### src/rtl/smc_host_if.sv
// smc_host_if: serial host front end for the combinational SMC core.
// Operand beats arrive one transistor at a time over a valid/ready stream.
// Six beats are staged in shadow registers. They are then committed in one
// step to stable SMC drive registers. After SETTLE cycles the SMC result is
// sampled and returned on a valid/ready result stream.
// Optional feature macro: SMC_HOST_CHECK_EN. When it is defined, the block
// adds the expected-result compare ports in_exp, res_err and err_cnt.
module smc_host_if #(
    parameter int unsigned SETTLE = 1
) (
    input  logic       clk,
    input  logic       rst_n,
    input  logic       in_valid,
    output logic       in_ready,
    input  logic [8:0] in_data,
    input  logic [1:0] in_mode,
    output logic [2:0] W_0,
    output logic [2:0] W_1,
    output logic [2:0] W_2,
    output logic [2:0] W_3,
    output logic [2:0] W_4,
    output logic [2:0] W_5,
    output logic [2:0] V_GS_0,
    output logic [2:0] V_GS_1,
    output logic [2:0] V_GS_2,
    output logic [2:0] V_GS_3,
    output logic [2:0] V_GS_4,
    output logic [2:0] V_GS_5,
    output logic [2:0] V_DS_0,
    output logic [2:0] V_DS_1,
    output logic [2:0] V_DS_2,
    output logic [2:0] V_DS_3,
    output logic [2:0] V_DS_4,
    output logic [2:0] V_DS_5,
    output logic [1:0] mode,
    input  logic [9:0] out_n,
    output logic       res_valid,
    input  logic       res_ready,
    output logic [9:0] res_data
`ifdef SMC_HOST_CHECK_EN
    ,
    input  logic [9:0] in_exp,
    output logic       res_err,
    output logic [7:0] err_cnt
`endif
);

    // Settle count as loaded into the 4-bit down-counter (legal 1..15).
    localparam logic [3:0] SETTLE_C = 4'(SETTLE);
    localparam logic [2:0] LAST_BEAT = 3'd5;

    typedef enum logic [1:0] {
        ST_LOAD   = 2'd0,
        ST_SETTLE = 2'd1,
        ST_HOLD   = 2'd2
    } state_t;

    state_t     state_r;
    logic [2:0] beat_idx_r;
    logic [3:0] settle_cnt_r;
    logic       in_ready_r;

    // Beats 0..4 are staged here; beat 5 is taken straight from in_data at
    // the commit edge, so a sixth shadow slot would never be read.
    logic [8:0] shadow_r [0:4];
    logic [1:0] shadow_mode_r;

    // Stable SMC drives: one {W, V_GS, V_DS} word per transistor.
    logic [8:0] drive_r [0:5];
    logic [1:0] mode_r;

    logic       res_valid_r;
    logic [9:0] res_data_r;

`ifdef SMC_HOST_CHECK_EN
    logic [9:0] exp_r;
    logic       res_err_r;
    logic [7:0] err_cnt_r;
`endif

    // Frame sequencer: beat staging, commit, settle timing and result handshake.
    always_ff @(posedge clk or negedge rst_n) begin
        if (!rst_n) begin
            state_r       <= ST_LOAD;
            beat_idx_r    <= 3'd0;
            settle_cnt_r  <= 4'd0;
            in_ready_r    <= 1'b1;
            shadow_mode_r <= 2'd0;
            mode_r        <= 2'd0;
            res_valid_r   <= 1'b0;
            res_data_r    <= 10'd0;
            for (int i = 0; i < 5; i++) begin
                shadow_r[i] <= 9'd0;
            end
            for (int i = 0; i < 6; i++) begin
                drive_r[i] <= 9'd0;
            end
`ifdef SMC_HOST_CHECK_EN
            exp_r     <= 10'd0;
            res_err_r <= 1'b0;
            err_cnt_r <= 8'd0;
`endif
        end else begin
            case (state_r)
                ST_LOAD: begin
                    if (in_valid && in_ready_r) begin
                        if (beat_idx_r == LAST_BEAT) begin
                            // Commit the whole frame at once so the SMC
                            // never sees a half-updated operand set.
                            for (int i = 0; i < 5; i++) begin
                                drive_r[i] <= shadow_r[i];
                            end
                            drive_r[5]   <= in_data;
                            mode_r       <= shadow_mode_r;
                            beat_idx_r   <= 3'd0;
                            settle_cnt_r <= SETTLE_C;
                            in_ready_r   <= 1'b0;
                            state_r      <= ST_SETTLE;
`ifdef SMC_HOST_CHECK_EN
                            exp_r        <= in_exp;
`endif
                        end else if (beat_idx_r < LAST_BEAT) begin
                            shadow_r[beat_idx_r] <= in_data;
                            if (beat_idx_r == 3'd0) begin
                                shadow_mode_r <= in_mode;
                            end else begin
                                shadow_mode_r <= shadow_mode_r;
                            end
                            beat_idx_r <= beat_idx_r + 3'd1;
                        end else begin
                            // Unreachable index: restart the frame cleanly.
                            beat_idx_r <= 3'd0;
                        end
                    end else begin
                        beat_idx_r <= beat_idx_r;
                    end
                end

                ST_SETTLE: begin
                    // A count of 0 is unreachable; treat it like 1 so the
                    // sequencer can never stall in SETTLE.
                    if (settle_cnt_r <= 4'd1) begin
                        settle_cnt_r <= 4'd0;
                        res_data_r   <= out_n;
                        res_valid_r  <= 1'b1;
                        state_r      <= ST_HOLD;
`ifdef SMC_HOST_CHECK_EN
                        res_err_r <= (out_n != exp_r);
                        if ((out_n != exp_r) && (err_cnt_r != 8'hFF)) begin
                            err_cnt_r <= err_cnt_r + 8'd1;
                        end else begin
                            err_cnt_r <= err_cnt_r;
                        end
`endif
                    end else begin
                        settle_cnt_r <= settle_cnt_r - 4'd1;
                    end
                end

                ST_HOLD: begin
                    if (res_ready) begin
                        res_valid_r <= 1'b0;
                        in_ready_r  <= 1'b1;
                        state_r     <= ST_LOAD;
                    end else begin
                        res_valid_r <= 1'b1;
                    end
                end

                default: begin
                    // Illegal encoding: return to a safe idle frame start.
                    state_r      <= ST_LOAD;
                    beat_idx_r   <= 3'd0;
                    settle_cnt_r <= 4'd0;
                    in_ready_r   <= 1'b1;
                    res_valid_r  <= 1'b0;
                end
            endcase
        end
    end

    assign in_ready  = in_ready_r;
    assign res_valid = res_valid_r;
    assign res_data  = res_data_r;
    assign mode      = mode_r;

    assign W_0    = drive_r[0][8:6];
    assign V_GS_0 = drive_r[0][5:3];
    assign V_DS_0 = drive_r[0][2:0];
    assign W_1    = drive_r[1][8:6];
    assign V_GS_1 = drive_r[1][5:3];
    assign V_DS_1 = drive_r[1][2:0];
    assign W_2    = drive_r[2][8:6];
    assign V_GS_2 = drive_r[2][5:3];
    assign V_DS_2 = drive_r[2][2:0];
    assign W_3    = drive_r[3][8:6];
    assign V_GS_3 = drive_r[3][5:3];
    assign V_DS_3 = drive_r[3][2:0];
    assign W_4    = drive_r[4][8:6];
    assign V_GS_4 = drive_r[4][5:3];
    assign V_DS_4 = drive_r[4][2:0];
    assign W_5    = drive_r[5][8:6];
    assign V_GS_5 = drive_r[5][5:3];
    assign V_DS_5 = drive_r[5][2:0];

`ifdef SMC_HOST_CHECK_EN
    assign res_err = res_err_r;
    assign err_cnt = err_cnt_r;
`endif

endmodule

### config.mk
export PLATFORM = sky130hd
export DESIGN_NAME = smc_host_if
export DESIGN_NICKNAME = d
export VERILOG_FILES = /design/src/rtl/smc_host_if.sv
export SDC_FILE = /design/constraint.sdc
export NUM_CORES = 1
export LEC_CHECK = 0
export CORE_MARGIN = 10
export CORE_UTILIZATION = 52
export CTS_CLUSTER_SIZE = 28
export DETAILED_ROUTE_END_ITERATION = 10
export PLACE_DENSITY = 0.81
export SKIP_CTS_REPAIR_TIMING = 1
export SLEW_MARGIN = 40
export SYNTH_ARGS = -nofsm -noshare
export SYNTH_HDL_FRONTEND = slang
export SYNTH_SLANG_ARGS = --single-unit
### constraint.sdc
create_clock -name clk -period 2.08 [get_ports clk]
set_input_delay 0.208 -clock clk [delete_from_list [all_inputs] [get_ports clk]]
set_output_delay 0.208 -clock clk [all_outputs]
set_load 0.02 [all_outputs]
# Word-level counts from Yosys, hierarchy flattened
# Cells that the tools add are included.
# Widths: inputs -> output; s select.
[totals]
input_bits = 25
out_inout_bits = 68
word_cells = 75
ff_bits = 124
[op_classes]
bitwise_logic = 6
n_mux = 23
n_reduce_logical = 14
eq_ne = 7
n_addsub = 2
magnitude_cmp = 4
[op_table]
columns = ["op", "n"]
rows = [
  ["$bwmux 45", 1],
  ["$demux 9 s3", 1],
  ["$mux 4", 3],
  ["$pmux 4 s3", 1],
  ["$reduce_and 4->1", 3],
  ["$mux 3", 3],
  ["$mux 9", 1],
  ["$mux 2", 4],
  ["$ne 2x2->1 const B", 4],
  ["$pmux 1 s3", 2],
  ["$pmux 2 s3", 1],
  ["$pmux 3 s2", 1],
  ["$reduce_and 2->1", 3],
  ["$reduce_and 3->1", 2],
  ["$mux 1", 5],
  ["$not 1->1", 5],
  ["$reduce_and 5->1", 1],
  ["$ge 4x4->1 const B", 1],
  ["$le 4x1->1 const B", 1],
  ["$lt 4x1->1 const B", 1],
  ["$not 3->4", 1],
  ["$sub 4x1->4 const B", 1],
  ["$add 3x1->3 const B", 1],
  ["$eq 3x3->1 const B", 1],
  ["other kinds (7)", 8],
]

# Depth between registers and ports, before layout
[logic_depth]
ltp_word = 6
depth_mapped = 7
depth_no_buf = 6

# Least setup slack after synthesis
# OpenSTA, ideal clock, no wires.
[synth_path]
path_type = "register -> register"
startpoint = "reg state_r[0]"
endpoint = "reg shadow_r[18] (netlist bit)"
required_time_ns = 1.955
t_arrival_ns = 1.679
setup_slack_ns = 0.276
n_path_buf = 1
path_stages_with_launch = 8
synth_period_minus_slack_ns = 1.804
setup_time_ns = 0.125
path_cell_list = "dfrtp_1 inv_1 ha_1 and3_1 nand2_1 or3_1 buf_6 mux2_4"
[synth_between]
elab_chain_len = 2
[synth_lines]
columns = ["item", "line", "text"]
rows = [
  ["from (decl)", "58", "state_t state_r;"],
  ["from (signal assigned)", "84", "state_r <= ST_LOAD;"],
  ["from (signal assigned)", "118", "state_r <= ST_SETTLE;"],
  ["from (signal assigned)", "146", "state_r <= ST_HOLD;"],
  ["$logic_not 2->1", "104", "case (state_r)"],
  ["$reduce_and 4->1 (no line)", "n/a", ""],
  ["to (signal, indexed assignment)", "123", "shadow_r[beat_idx_r] <= in_data;"],
  ["to (decl)", "65", "logic [8:0] shadow_r [0:4];"],
]
# No other way between the ends.
# A chain may end at the register's enable or synchronous reset.

# Final worst setup path
[layout_path]
startpoint = "reg settle_cnt_r[0]"
endpoint = "reg state_r[1]"
[layout_between]
elab_chain_len = 3
[layout_lines]
columns = ["item", "line", "text"]
rows = [
  ["from (decl)", "60", "logic [3:0] settle_cnt_r;"],
  ["from (signal assigned)", "156", "settle_cnt_r <= settle_cnt_r - 4'd1;"],
  ["$le 4x1->1", "142", "if (settle_cnt_r <= 4'd1) begin"],
  ["$ne 2x2->1 (no line)", "n/a", ""],
  ["$reduce_and 4->1 (no line)", "n/a", ""],
  ["to (signal assigned)", "146", ""],
  ["to (signal assigned)", "164", "state_r <= ST_LOAD;"],
  ["to (signal assigned)", "172", "state_r <= ST_LOAD;"],
]
# No other way between the ends.

==> out/results.tsv <==
metric	value	unit
die width	118.2	um
num rows	35	
worst clock skew	0.006848	ns
GR Util All Layers	0.1645	
initial antenna violation count	0	
Setup Viol. Count Final	0	
FF+latch count, synth	124	
syn_area_per_cell	15.71	um^2
pwr dens	1433	nW/um^2
vias in the first global route	3405	
DP Cell Count	544	
total grt overflow	0	
Post-Syn Area	5011	um^2
Avg WL per Cell	19.40	um
Max FO, Critical Path	7	
Sink Count	124	
Port Buffer Count	92	
global-route wire length before repair	18220	um
worst slew pin tran	0.5658	ns
Worst Path Arrival	2.37	ns
setup TNS	0	ns
core area	9328	um^2
Fin. Hold Viols	0	
Distinct cells, synth	36	
synthesized net count	354	
crit path capture type	flop	
CP Cell Sequence	inv_1 -> ha_1 -> nor2_1 -> o31a_1 -> nor3_1 -> mux2_2	
antenna cells	0	
Largest register FFs	45	
largest net degree at the start of global routing	46	
RSZ-0062 raised after global routing	false	
Slew Limit Fails	0	
R2R setup slack	0.11	ns
Num CTS Buffers	17	
Initial DRC Count	167	
Critical path buffers and inverters	1	
fin crit period	1.966	ns
Worst Setup Path Type	flop to flop	
Critical Path Start Type	flop	
DRT Pass-1 Iters	4	
fin cells	577	
via/cell ratio	5.274	
Max Cap Viol	0	
Die H	118.2	um
worst hold path type	input pin to asynchronous set/reset pin	
fin nets	470	
Seq/Total Area, Yosys	0.6195	
cell count after synthesis	319	
Critical Path RT	2.48	ns
Worst path top cell family by delay	simple AND/OR/NAND/NOR gates	
Biggest register	shadow_r	
critical path's slowest cell	dfrtp_1	
CTS Buffer Depth	2	
clk_lat worst skew	0.52	ns
CTS tree	done	
Clk pin slew, worst setup/hold paths	0.06	ns
slew margin rel.	0.6228	
Max VDD drop	0.7891	mV
IO Count	93	
Primary FF master, synth	dfrtp_1	
# DRC	0	
post-DP HPWL	7696	um
Area Growth Syn to Fin	35.63	%
Antenna Nets Post-Route	0	
static leakage	3.210	nW
final period utilization	0.9450	
DIE AREA	13960	um^2
Power, Total	9.739	mW
DR vias	3043	
final wirelength	11200	um
Async S/R FF share, synth	1.000	
share of layout cells above drive strength 1	0.3817	
fmax	508.8	MHz
max incr delay on CP	0.42	ns
Yosys warning count	0	
filler instances	613	
status	completed	
EDFF count, synth	0	
H-tree levels	4	
root buf cell	clkbuf_8	
GPL Wtd Cong	0.7961	
initial core utilization	0.5372	
area by class of cell:
type	instances	area (um^2)	area share
Tap cell	129	161.4	0.02375
Multi-Input combinational cell	177	1817	0.2673
Timing Repair Buffer	107	1096	0.1613
Sequential cell	124	3104	0.4567
Clock buffer	23	476.7	0.07014
Inverter	8	30.03	0.004418
Clock inverter	9	111.4	0.01638
final timing paths:
path | start | end | depth (start not counted)
max in group asynchronous | rst_n | shadow_r[27]$_DFFE_PN0P_ | 3
worst max-delay path | settle_cnt_r[0]$_DFFE_PN0P_ | state_r[1]$_DFFE_PN0P_ | 6
worst min register to register | V_GS_5[0]$_DFFE_PN0P_ | V_GS_5[0]$_DFFE_PN0P_ | 1
worst max register to register | settle_cnt_r[0]$_DFFE_PN0P_ | state_r[1]$_DFFE_PN0P_ | 6
worst min-delay path | rst_n | res_data[3]$_DFFE_PN0P_ | 2
min in group clk | out_n[1] | res_data[1]$_DFFE_PN0P_ | 2
cell usage in the layout, fill, tap and decap left out, types with 3 or more instances in the layout:
| cell type | n |
|---|---|
| inv_1 | 6 |
| clkinvlp_4 | 5 |
| ha_1 | 9 |
| nand2_1 | 5 |
| clkbuf_16 | 16 |
| buf_12 | 5 |
| clkdlybuf4s50_1 | 91 |
| nand4_1 | 3 |
| clkbuf_8 | 5 |
| mux2_2 | 97 |
| o21ai_0 | 9 |
| buf_4 | 10 |
| dfrtp_1 | 123 |
| nor2_1 | 3 |
| mux2_4 | 18 |
| or3_1 | 3 |
power breakdown:
part / leakage [nW] / switching [mW] / total (mW) / internal [mW]
registers: 1.63 / 0.512 / 3.77 / 3.26
clock network: 0.273 / 1.05 / 2.88 / 1.83
logic: 1.31 / 1.39 / 3.09 / 1.70
total: 3.21 / 2.95 / 9.74 / 6.79
routing by layer:
metal | track usage | wire length [um]
met3 | 0.08329 | 929
met2 | 0.2674 | 5618
met1 | 0.1842 | 4527
met5 | 0 | 0
met4 | 0.05332 | 120
cell usage after synthesis (2+ instances only):
library cell	number	area, um^2
nor2_1	3	11.26
inv_1	8	30.03
o21ai_0	9	45.04
nand3b_1	2	15.01
nand2_1	5	18.77
nor2b_1	2	12.51
mux2_4	18	270.3
o31a_1	2	17.52
buf_6	3	33.78
mux2_2	97	1092
nand2b_1	2	12.51
a21oi_1	2	10.01
nor3_1	2	10.01
ha_1	10	125.1
nand4_1	3	18.77
buf_2	6	30.03
dfrtp_1	123	3078
nand3_1	2	10.01
or3_1	3	18.77
logic make-up after synthesis:
group | count (synthesis) | share of synthesized area
DFF | 124 | 0.6195
muxes | 116 | 0.2739
and+or+nand+nor | 33 | 0.03996
AOI/OAI and AO/OA | 18 | 0.02222
buffers and inverters | 18 | 0.01947
adders and majority gates | 10 | 0.02497
metrics by stage:
| stage | cell area (um^2) | worst slack [ns] | util | hold WS, ns |
|---|---|---|---|---|
| after detailed placement | 6196 | 0.09026 | 0.6643 | 0.2395 |
| final | 6797 | 0.1144 | 0.7286 | 0.2236 |
| after floorplan | 5011 | 0.2758 | - | -0.08759 |
| after global placement | 6196 | 0.1187 | 0.6643 | 0.2336 |
| after CTS | 6784 | 0.07304 | 0.7273 | -0.3157 |
| after global routing | 6797 | 0.006684 | 0.7286 | 0.2656 |
No activity file was read; power rests on OpenSTA's default activity.
